$ cat src/rtl/game_pkg.sv
// Shared state encoding and card-game constants for the hand accumulator.
// Consumed by hand_accumulator and card_value_decode.
package game_pkg;

    typedef enum logic [2:0] {
        ST_IDLE     = 3'd0,
        ST_DEAL     = 3'd1,
        ST_ADD      = 3'd2,
        ST_WAIT_CMD = 3'd3,
        ST_HIT_REQ  = 3'd4,
        ST_DONE     = 3'd5
    } hand_state_t;

    // Totals are handled in 6 bits so the carry past 31 is never lost.
    localparam logic [5:0] BLACKJACK_LIMIT = 6'd21;
    localparam logic [5:0] ACE_BONUS       = 6'd10;
    localparam logic [5:0] ACE_HIGH        = 6'd1 + ACE_BONUS;
    localparam logic [2:0] MAX_CARDS       = 3'd5;

    localparam logic [3:0] RANK_ACE    = 4'd1;
    localparam logic [3:0] RANK_TEN    = 4'd10;
    localparam logic [3:0] RANK_JACK   = 4'd11;
    localparam logic [3:0] RANK_QUEEN  = 4'd12;
    localparam logic [3:0] RANK_KING   = 4'd13;
    localparam logic [3:0] FACE_POINTS = 4'd10;

    function automatic logic rank_is_legal(input logic [3:0] rank);
        return (rank >= RANK_ACE) && (rank <= RANK_KING);
    endfunction

endpackage

$ cat src/rtl/card_value_decode.sv
// Combinational rank-to-points decoder: aces report 1 point plus an is_ace
// flag so the accumulator can decide between 1 and 11.
module card_value_decode
    import game_pkg::*;
(
    input  logic [3:0] rank,
    output logic [3:0] points,
    output logic       is_ace,
    output logic       legal
);

    always_comb begin
        points = 4'd0;
        is_ace = 1'b0;
        legal  = rank_is_legal(rank);
        if (legal) begin
            if (rank == RANK_ACE) begin
                is_ace = 1'b1;
                points = 4'd1;
            end else if (rank >= RANK_JACK) begin
                points = FACE_POINTS;
            end else begin
                points = rank;
            end
        end
    end

endmodule

$ cat src/rtl/hand_accumulator.sv
// Blackjack hand accumulator: requests cards, totals them with soft-ace
// handling and reports the finished hand. Define HAND_AUTO_STAND_EN to end
// the hand automatically on a total of 21 after the second or a later card.
module hand_accumulator
    import game_pkg::*;
(
    input  logic       clk,
    input  logic       rst,
    input  logic       newGame,
    input  logic       hit,
    input  logic       stand,
    input  logic       cardValid,
    input  logic [3:0] cardValue,
    output logic       cardReq,
    output logic       finish,
    output logic [4:0] totalValue,
    output logic       bust,
    output logic [2:0] cardCount
);

    hand_state_t state;
    logic        soft_ace;
    logic [3:0]  card_pts;
    logic        card_ace;

    logic [3:0]  dec_points;
    logic        dec_is_ace;
    logic        dec_legal;
    logic        card_accept;

    logic        ace_high;
    logic [5:0]  add_pts;
    logic [5:0]  sum_raw;
    logic [5:0]  sum_adj;
    logic        soft_next;
    logic        bust_next;
    logic [2:0]  count_next;

    card_value_decode u_decode (
        .rank   (cardValue),
        .points (dec_points),
        .is_ace (dec_is_ace),
        .legal  (dec_legal)
    );

    assign card_accept = cardReq && cardValid && dec_legal;

    // Arithmetic of the ADD cycle, working on the card latched at acceptance.
    always_comb begin
        ace_high   = ({1'b0, totalValue} + ACE_HIGH) <= BLACKJACK_LIMIT;
        add_pts    = card_ace ? (ace_high ? ACE_HIGH : 6'd1) : {2'b00, card_pts};
        sum_raw    = {1'b0, totalValue} + add_pts;
        soft_next  = soft_ace | (card_ace & ace_high);
        sum_adj    = sum_raw;
        if ((sum_raw > BLACKJACK_LIMIT) && soft_next) begin
            sum_adj   = sum_raw - ACE_BONUS;
            soft_next = 1'b0;
        end
        bust_next  = sum_adj > BLACKJACK_LIMIT;
        count_next = cardCount + 3'd1;
    end

    always_ff @(posedge clk) begin
        if (rst) begin
            state      <= ST_IDLE;
            cardReq    <= 1'b0;
            finish     <= 1'b0;
            bust       <= 1'b0;
            totalValue <= 5'd0;
            cardCount  <= 3'd0;
            soft_ace   <= 1'b0;
            card_pts   <= 4'd0;
            card_ace   <= 1'b0;
        end else if (newGame) begin
            // A card offered in this same cycle is deliberately dropped.
            state      <= ST_DEAL;
            cardReq    <= 1'b1;
            finish     <= 1'b0;
            bust       <= 1'b0;
            totalValue <= 5'd0;
            cardCount  <= 3'd0;
            soft_ace   <= 1'b0;
        end else begin
            case (state)
                ST_IDLE: begin
                    cardReq <= 1'b0;
                end
                ST_DEAL, ST_HIT_REQ: begin
                    if (card_accept) begin
                        card_pts <= dec_points;
                        card_ace <= dec_is_ace;
                        cardReq  <= 1'b0;
                        state    <= ST_ADD;
                    end
                end
                ST_ADD: begin
                    totalValue <= sum_adj[4:0];
                    soft_ace   <= soft_next;
                    cardCount  <= count_next;
                    if (bust_next) begin
                        bust   <= 1'b1;
                        finish <= 1'b1;
                        state  <= ST_DONE;
                    end else if (count_next < 3'd2) begin
                        cardReq <= 1'b1;
                        state   <= ST_DEAL;
                    end else if (count_next == MAX_CARDS) begin
                        finish <= 1'b1;
                        state  <= ST_DONE;
`ifdef HAND_AUTO_STAND_EN
                    end else if (sum_adj == BLACKJACK_LIMIT) begin
                        finish <= 1'b1;
                        state  <= ST_DONE;
`endif
                    end else begin
                        state <= ST_WAIT_CMD;
                    end
                end
                ST_WAIT_CMD: begin
                    if (stand) begin
                        finish <= 1'b1;
                        state  <= ST_DONE;
                    end else if (hit) begin
                        cardReq <= 1'b1;
                        state   <= ST_HIT_REQ;
                    end
                end
                ST_DONE: begin
                    finish <= 1'b1;
                end
                default: begin
                    cardReq <= 1'b0;
                    state   <= ST_IDLE;
                end
            endcase
        end
    end

endmodule

$ cat config.mk
export PLATFORM = sky130hd
export DESIGN_NAME = hand_accumulator
export DESIGN_NICKNAME = d
export VERILOG_FILES = /design/src/rtl/game_pkg.sv /design/src/rtl/card_value_decode.sv /design/src/rtl/hand_accumulator.sv
export SDC_FILE = /design/constraint.sdc
export NUM_CORES = 1
export LEC_CHECK = 0
export ABC_AREA = 1
export CORE_ASPECT_RATIO = 0.75
export CORE_MARGIN = 2
export CORE_UTILIZATION = 55
export DETAILED_ROUTE_END_ITERATION = 16
export PLACE_DENSITY = 0.85
export SYNTH_ARGS = -nofsm -noshare
export SYNTH_HDL_FRONTEND = slang
export SYNTH_SLANG_ARGS = --single-unit
export TNS_END_PERCENT = 50
$ cat constraint.sdc
create_clock -name clk -period 6.8 [get_ports clk]
set_input_delay 1.7 -clock clk [delete_from_list [all_inputs] [get_ports clk]]
set_output_delay 1.7 -clock clk [all_outputs]
set_load 0.005 [all_outputs]
== Word level (Yosys, flattened, before mapping) ==
Index checks and enable logic that the tools add are counted.
Operators by class
  $add $sub $neg: 4
  $lt $le $gt $ge: 7
  eq/ne operators: 20
  bitwise gates (word level): 4
  reduce and logical (&&, ||, !) cells: 15
  multiplexer cells: 29
Operator list (count)
  != test 3 bit, second input constant: 8
  two-way mux 4 bit: 5
  two-way mux 3 bit: 6
  two-way mux 1 bit: 14
  > comparator 6 x 5 -> 1 bit, second input constant: 2
  one-hot mux 3 bit (4 select lines): 1
  equality test 3 bit, second input constant: 3
  AND reduction 3 bit: 3
  adder 5 x 4 -> 6 bit: 1
  adder 5 x 4 -> 6 bit, second input constant: 1
  equality test 3 x 2 -> 1 bit, second input constant: 2
  less-or-equal comparator 6 x 5 -> 1 bit, second input constant: 1
  two-way mux 6 bit: 1
  != test 2 bit, second input constant: 3
  AND reduction 6 bit: 1
  OR reduction 2 bit: 3
  subtractor 6 x 4 -> 6 bit, second input constant: 1
  equality test 4 x 1 -> 1 bit, second input constant: 1
  >= comparator 4 x 1 -> 1 bit, second input constant: 1
  >= comparator 4 bit, second input constant: 1
  less-or-equal comparator 4 bit, second input constant: 1
  logical AND 1 bit: 4
  != test 4 bit, second input constant: 1
  one-hot mux 1 bit (4 select lines): 1
  12 further kinds: 13
Word-level totals
  bits of input ports: 10
  logic and storage cells: 89
  bits in registers: 20

== Logic depth before layout (Yosys ltp) ==
  depth after elaboration: 12
  gate-level depth with buffers: 27
  mapped depth without buffers: 27

== By module ==
Synthesis repeated with hierarchy kept, for this count alone.
Unflattened totals
  cells, all modules: 231
  area total of the unflattened synthesis: 1496.4 sq um
Modules (own cells, without submodules)
  hand_accumulator: area an instance 1423.9 sq um, cells an instance 213, times used 1, sequential area each 400.4 sq um
  card_value_decode: area an instance 72.6 sq um, cells an instance 18, times used 1, sequential area each 0.0 sq um

== Least setup slack after synthesis ==
No wires, ideal clock.
  path type: input port to flip-flop
  start: input port cardValue[3]
  end: register card_ace
  setup slack: 4116 ps
  arrival: 2552 ps
  library setup time: 132 ps
  required time: 6668 ps
  buffers on the path: 0
  stages: 6
  cells stage by stage: nand3_1 > nand4_1 > nor3_1 > inv_1 > a31oi_1 > a211oi_1
On the way
  longest elaborated chain between the ends: 4
RTL lines
  start, declared: line hand_accumulator.sv:13  | input logic [3:0] cardValue,
  >= comparator 4 x 1 -> 1 bit / less-or-equal comparator 4 bit (equally long branches): line game_pkg.sv:28  | return (rank >= RANK_ACE) && (rank <= RANK_KING);
  logical AND 1 bit: line game_pkg.sv:28
  logical AND 1 bit: line hand_accumulator.sv:46  | assign card_accept = cardReq && cardValid && dec_legal;
  AND reduction 3 bit (no line)
  end signal, assigned: line hand_accumulator.sv:91  | card_ace <= dec_is_ace;
  end, declared: line hand_accumulator.sv:24  | logic card_ace;
Several ways; a longest one is shown, not always the timed one.
A chain may end at the register's enable or synchronous reset.

== Final worst setup path ==
Ends and elaborated chain as after synthesis.

==> tab_implementation.tex <==
\begin{tabular}{lr}
\hline
Metric & Value \\
\hline
\multicolumn{2}{l}{\textbf{Outcome}} \\
\quad Outcome & complete, no violations \\
\multicolumn{2}{l}{\textbf{Clock tree}} \\
\quad Htree depth & 1 \\
\quad Hold\_buf cts & 0 \\
\quad Latest clock arrival within the worst-skew pair & 310 ps \\
\quad Post-cts resize count & 0 \\
\quad Reg clk slew, reported paths & between 100 and 150 ps \\
\quad Cts bufs inserted & 3 \\
\quad Post-CTS Setup Bufs & 0 \\
\quad Clk buf depth & 2 \\
\quad Num Clock Sinks & 20 \\
\quad TritonCTS clock tree & yes \\
\quad CTS Root Cell & sky130\_fd\_sc\_hd\_\_clkbuf\_4 \\
\multicolumn{2}{l}{\textbf{STA}} \\
\quad Crit path time final & around 3200 ps \\
\quad Max-slew violation total from the final report & 0 \\
\quad Setup clock skew after layout & 13.5 ps \\
\quad Summed negative setup slack over all endpoints & 0 ps \\
\quad Achievable frequency & about 320 MHz \\
\quad Period utilisation layout & 46.7\% \\
\quad Number of failing hold endpoints at the final stage & 0 \\
\quad Final number of setup-violating endpoints & 0 \\
\quad Slew at the pin closest to its max-slew limit & 705 ps \\
\quad Max-slew headroom at the worst pin & 52.8\% \\
\quad RSZ-0062 raised after global routing & false \\
\multicolumn{2}{l}{\textbf{Logic synthesis}} \\
\quad Mapped Cells & between 200 and 250 \\
\quad Fraction of the yosys area taken by sequential cells & about 29\% \\
\quad Post-synthesis average cell area & 6.55 um\^{}2 \\
\quad Synth warnings & 0 \\
\quad Post-synth top area share & 29.0\% \\
\quad Most repeated cell in the gate-level netlist after synthesis & sky130\_fd\_sc\_hd\_\_nand2\_1 \\
\quad Leading area contributor after synthesis & sky130\_fd\_sc\_hd\_\_dfxtp\_1 \\
\quad Number of distinct library cells after synthesis & 30 \\
\quad Proportion of register bits with asynchronous set or reset after synthesis & 0\% \\
\quad Cells taking the most area after synthesis & sky130\_fd\_sc\_hd\_\_dfxtp\_1 (29\%), sky130\_fd\_sc\_hd\_\_nand2\_1 (14\%), sky130\_fd\_sc\_hd\_\_inv\_1 (10\%) \\
\quad Main flop type after synthesis & sky130\_fd\_sc\_hd\_\_dfxtp\_1 \\
\quad Post-synth EDFFs & 0 \\
\quad Register bit count reported by yosys & 20 \\
\quad Syn Std Cell Area & 1380 um\^{}2 \\
\quad Syn nets & 229 \\
\quad Most instantiated cells after synthesis & sky130\_fd\_sc\_hd\_\_nand2\_1 (50), sky130\_fd\_sc\_hd\_\_inv\_1 (38), sky130\_fd\_sc\_hd\_\_dfxtp\_1 (20) \\
\multicolumn{2}{l}{\textbf{Flow run}} \\
\quad Max\_cap viols & 0 \\
\multicolumn{2}{l}{\textbf{Critical path}} \\
\quad Category of cells accounting for the largest share of critical-path delay & buffers and inverters \\
\quad Worst Reg-to-Reg Cells & 27 \\
\quad Signal arrival time at the worst endpoint & $\sim$3400 ps \\
\quad Minimum setup slack among reg-to-reg paths & just under 4000 ps \\
\quad CP startpoint kind & input port \\
\quad CP endpoint kind & register \\
\quad Crit path required time & 6990 ps \\
\quad Destination of the worst register-to-register timing path & cardReq \\
\quad Critical path type & in -> reg \\
\quad Source of the worst register-to-register timing path & totalValue[0] \\
\quad Slowest library cell on the worst path & sky130\_fd\_sc\_hd\_\_clkdlybuf4s50\_1 \\
\quad Number of buffer and inverter stages on the critical path & 2 \\
\quad Critical-path cell list & clkdlybuf4s50\_1 > nor2\_1 > nand3\_1 > nand4\_1 > nor3\_1 > inv\_1 > a31oi\_1 > a211oi\_1 \\
\quad Worst path max stage delay & approximately 540 ps \\
\quad Largest fanout on the critical path & 7 \\
\multicolumn{2}{l}{\textbf{Floorplan}} \\
\quad Die boundary width & 61.9 um \\
\quad Num ports & 21 \\
\quad Core Area & about 2300 um\^{}2 \\
\quad Total die area & a little under 3000 um\^{}2 \\
\quad DIE HEIGHT & 47.4 um \\
\quad Starting Density & 58.9\% \\
\quad Row count & 15 \\
\multicolumn{2}{l}{\textbf{Finish}} \\
\quad ANT cells & 0 \\
\quad Sequential cell area in the final layout & 400 um\^{}2 \\
\quad Final-layout fill cell count & between 200 and 250 \\
\quad Multi-input gate area in the final layout & 806 um\^{}2 \\
\quad Share of post-route cells with drive strength above 1 & 9.91\% \\
\quad Count of nets after finishing & 251 \\
\quad Area growth, synth to finish & 19.7\% \\
\quad Layout Cells excl Fill & 266 \\
\multicolumn{2}{l}{\textbf{Placed design}} \\
\quad Cell count after placement & between 200 and 300 \\
\quad Weighted congestion at the end of routability-driven global placement & approximately 0.85 \\
\quad Count of buffers inserted at the top-level ports & 20 \\
\quad Hpwl dp & 2.41 mm \\
\multicolumn{2}{l}{\textbf{Power and ir drop}} \\
\quad Areal power density over the cells & around 150 nW/um\^{}2 \\
\quad Static leakage & a little over 0.8 nW \\
\quad Worst ir drop on vdd & 0.000171 V \\
\multicolumn{2}{l}{\textbf{Route}} \\
\quad WL/cell & 11.4 um \\
\quad 1st-iter DRT viols & 46 \\
\quad Routed via count divided by cell count & 5.11 \\
\quad Drt pass-1 iters & 5 \\
\quad Routed vias & 1359 \\
\quad DRT antenna net count & 0 \\
\quad DRC violation count after routing & 0 \\
\quad Total length of routed wires & 3.03 mm \\
\multicolumn{2}{l}{\textbf{GRT}} \\
\quad Total GRT Usage & 23.4\% \\
\quad Global-route wire length before repair & a little over 5 mm \\
\quad Number of global-route vias before repair & 1193 \\
\quad Pin count of the biggest net entering global routing & 13 \\
\quad Number of antenna violations at the first check in global routing & 0 \\
\quad Overflow left after global routing & 0 \\
\multicolumn{2}{l}{\textbf{Hold path}} \\
\quad Worst hold path class & reg -> reg \\
\quad WHS Endpoint & bust \\
\quad Launch point of the worst hold path & bust \\
\quad Hold path depth & 2 \\
\hline
\end{tabular}
area by class of cell:
| type | instances | share of cell area, % |
|---|---|---|
| clock buffer | 3 | 1.36 |
| clock inverter | 1 | 1.81 |
| inverter | 41 | 9.30 |
| multi-input combinational | 147 | 48.7 |
| sequential | 20 | 24.2 |
| tap | 34 | 2.57 |
| timing repair buffer | 20 | 12.1 |
how the worst max path moves through the flow:
stage | slack [ps] | from | end | cells after the start
2_1_floorplan | 4120 | cardValue[3] | card_ace | 6
3_3_place_gp | 3440 | cardValue[3] | card_ace | 8
3_5_place_dp | 3350 | cardValue[3] | card_pts[2] | 7
4_1_cts | 3670 | cardValue[3] | card_ace | 8
5_1_grt | 3460 | cardValue[2] | card_ace | 8
6_report | 3630 | cardValue[3] | card_ace | 8
placed cells by master, fill, tap and decap left out, types with 7 or more instances in the layout:
cell type                         instances
sky130_fd_sc_hd__ha_1                     7
sky130_fd_sc_hd__inv_1                   38
sky130_fd_sc_hd__clkdlybuf4s50_1         20
sky130_fd_sc_hd__a21oi_1                 19
sky130_fd_sc_hd__nor2_1                  16
sky130_fd_sc_hd__nand2_2                  7
sky130_fd_sc_hd__o21ai_0                  7
sky130_fd_sc_hd__dfxtp_1                 20
sky130_fd_sc_hd__nand3_1                 12
sky130_fd_sc_hd__nand2_1                 50
logic make-up (layout without fill, tap and decap cells):
| group | count (synthesis) | after routing | share of synthesized area, % |
|---|---|---|---|
| simple gates | 99 | 99 | 33.1 |
| buf+inv | 44 | 65 | 12.8 |
| compound gates | 37 | 37 | 15.5 |
| flops | 20 | 20 | 29.0 |
| fa+ha+maj | 8 | 8 | 7.78 |
| xor+xnor | 3 | 3 | 1.90 |
worst reg2reg max path: stages, from the launching register on:
cell and delay [ps]:
sky130_fd_sc_hd__dfxtp_1 410, sky130_fd_sc_hd__nand2_1 70, sky130_fd_sc_hd__nand2_1 60, sky130_fd_sc_hd__nand2_1 50, sky130_fd_sc_hd__nand3_2 70, sky130_fd_sc_hd__inv_2 40, sky130_fd_sc_hd__a21oi_1 220, sky130_fd_sc_hd__inv_1 80
sky130_fd_sc_hd__ha_1 280, sky130_fd_sc_hd__nand3_1 90, sky130_fd_sc_hd__nand3_1 90, sky130_fd_sc_hd__nand2_2 60, sky130_fd_sc_hd__nand2_2 120, sky130_fd_sc_hd__nand2_2 80, sky130_fd_sc_hd__nand2_4 70, sky130_fd_sc_hd__nand2_4 60
sky130_fd_sc_hd__nand2_4 90, sky130_fd_sc_hd__nand2_1 60, sky130_fd_sc_hd__nand2_1 80, sky130_fd_sc_hd__nand2_1 60, sky130_fd_sc_hd__nand2_1 80, sky130_fd_sc_hd__nand2_2 70, sky130_fd_sc_hd__nand2_1 60, sky130_fd_sc_hd__nand2_1 80
sky130_fd_sc_hd__nand2_1 110, sky130_fd_sc_hd__nand2_1 50, sky130_fd_sc_hd__nand2_1 70, sky130_fd_sc_hd__a21oi_2 50
flip-flops by register name, summed over array words and instances (netlist names):
register    count
cardCount       3
card_pts        4
soft_ace        1
finish          1
cardReq         1
bust            1
totalValue      5
card_ace        1
state           3
per-stage QoR:
step	power (mW)	hold slack [ps]	worst slack [ps]	instance area, um^2	utilization [%]
CTS	0.247	478	3670	1660	70.6
detailed placement	0.150	460	3350	1600	68.3
finish	0.246	473	3630	1660	70.6
floorplan	0.139	437	4120	1380	-
global placement	0.150	440	3440	1600	68.3
global route	0.256	492	3460	1660	70.6
report_power, final:
group          switching [mW]  total [mW]  leakage [nW]  internal (mW)
Combinational          0.0158      0.0280         0.627         0.0122
Clock                  0.0382      0.0979        0.0279         0.0597
Sequential            0.00154       0.120         0.162          0.119
Total                  0.0555       0.246         0.817          0.191
metal layers:
layer	routed length [um]	track usage (%)	up-vias
met2	1340	34.9	39
met5	0	0	-
met3	152	6.76	2
met4	21	4.68	0
li1	-	-	716
met1	1510	34.1	602
No activity file was read; power rests on OpenSTA's default activity.
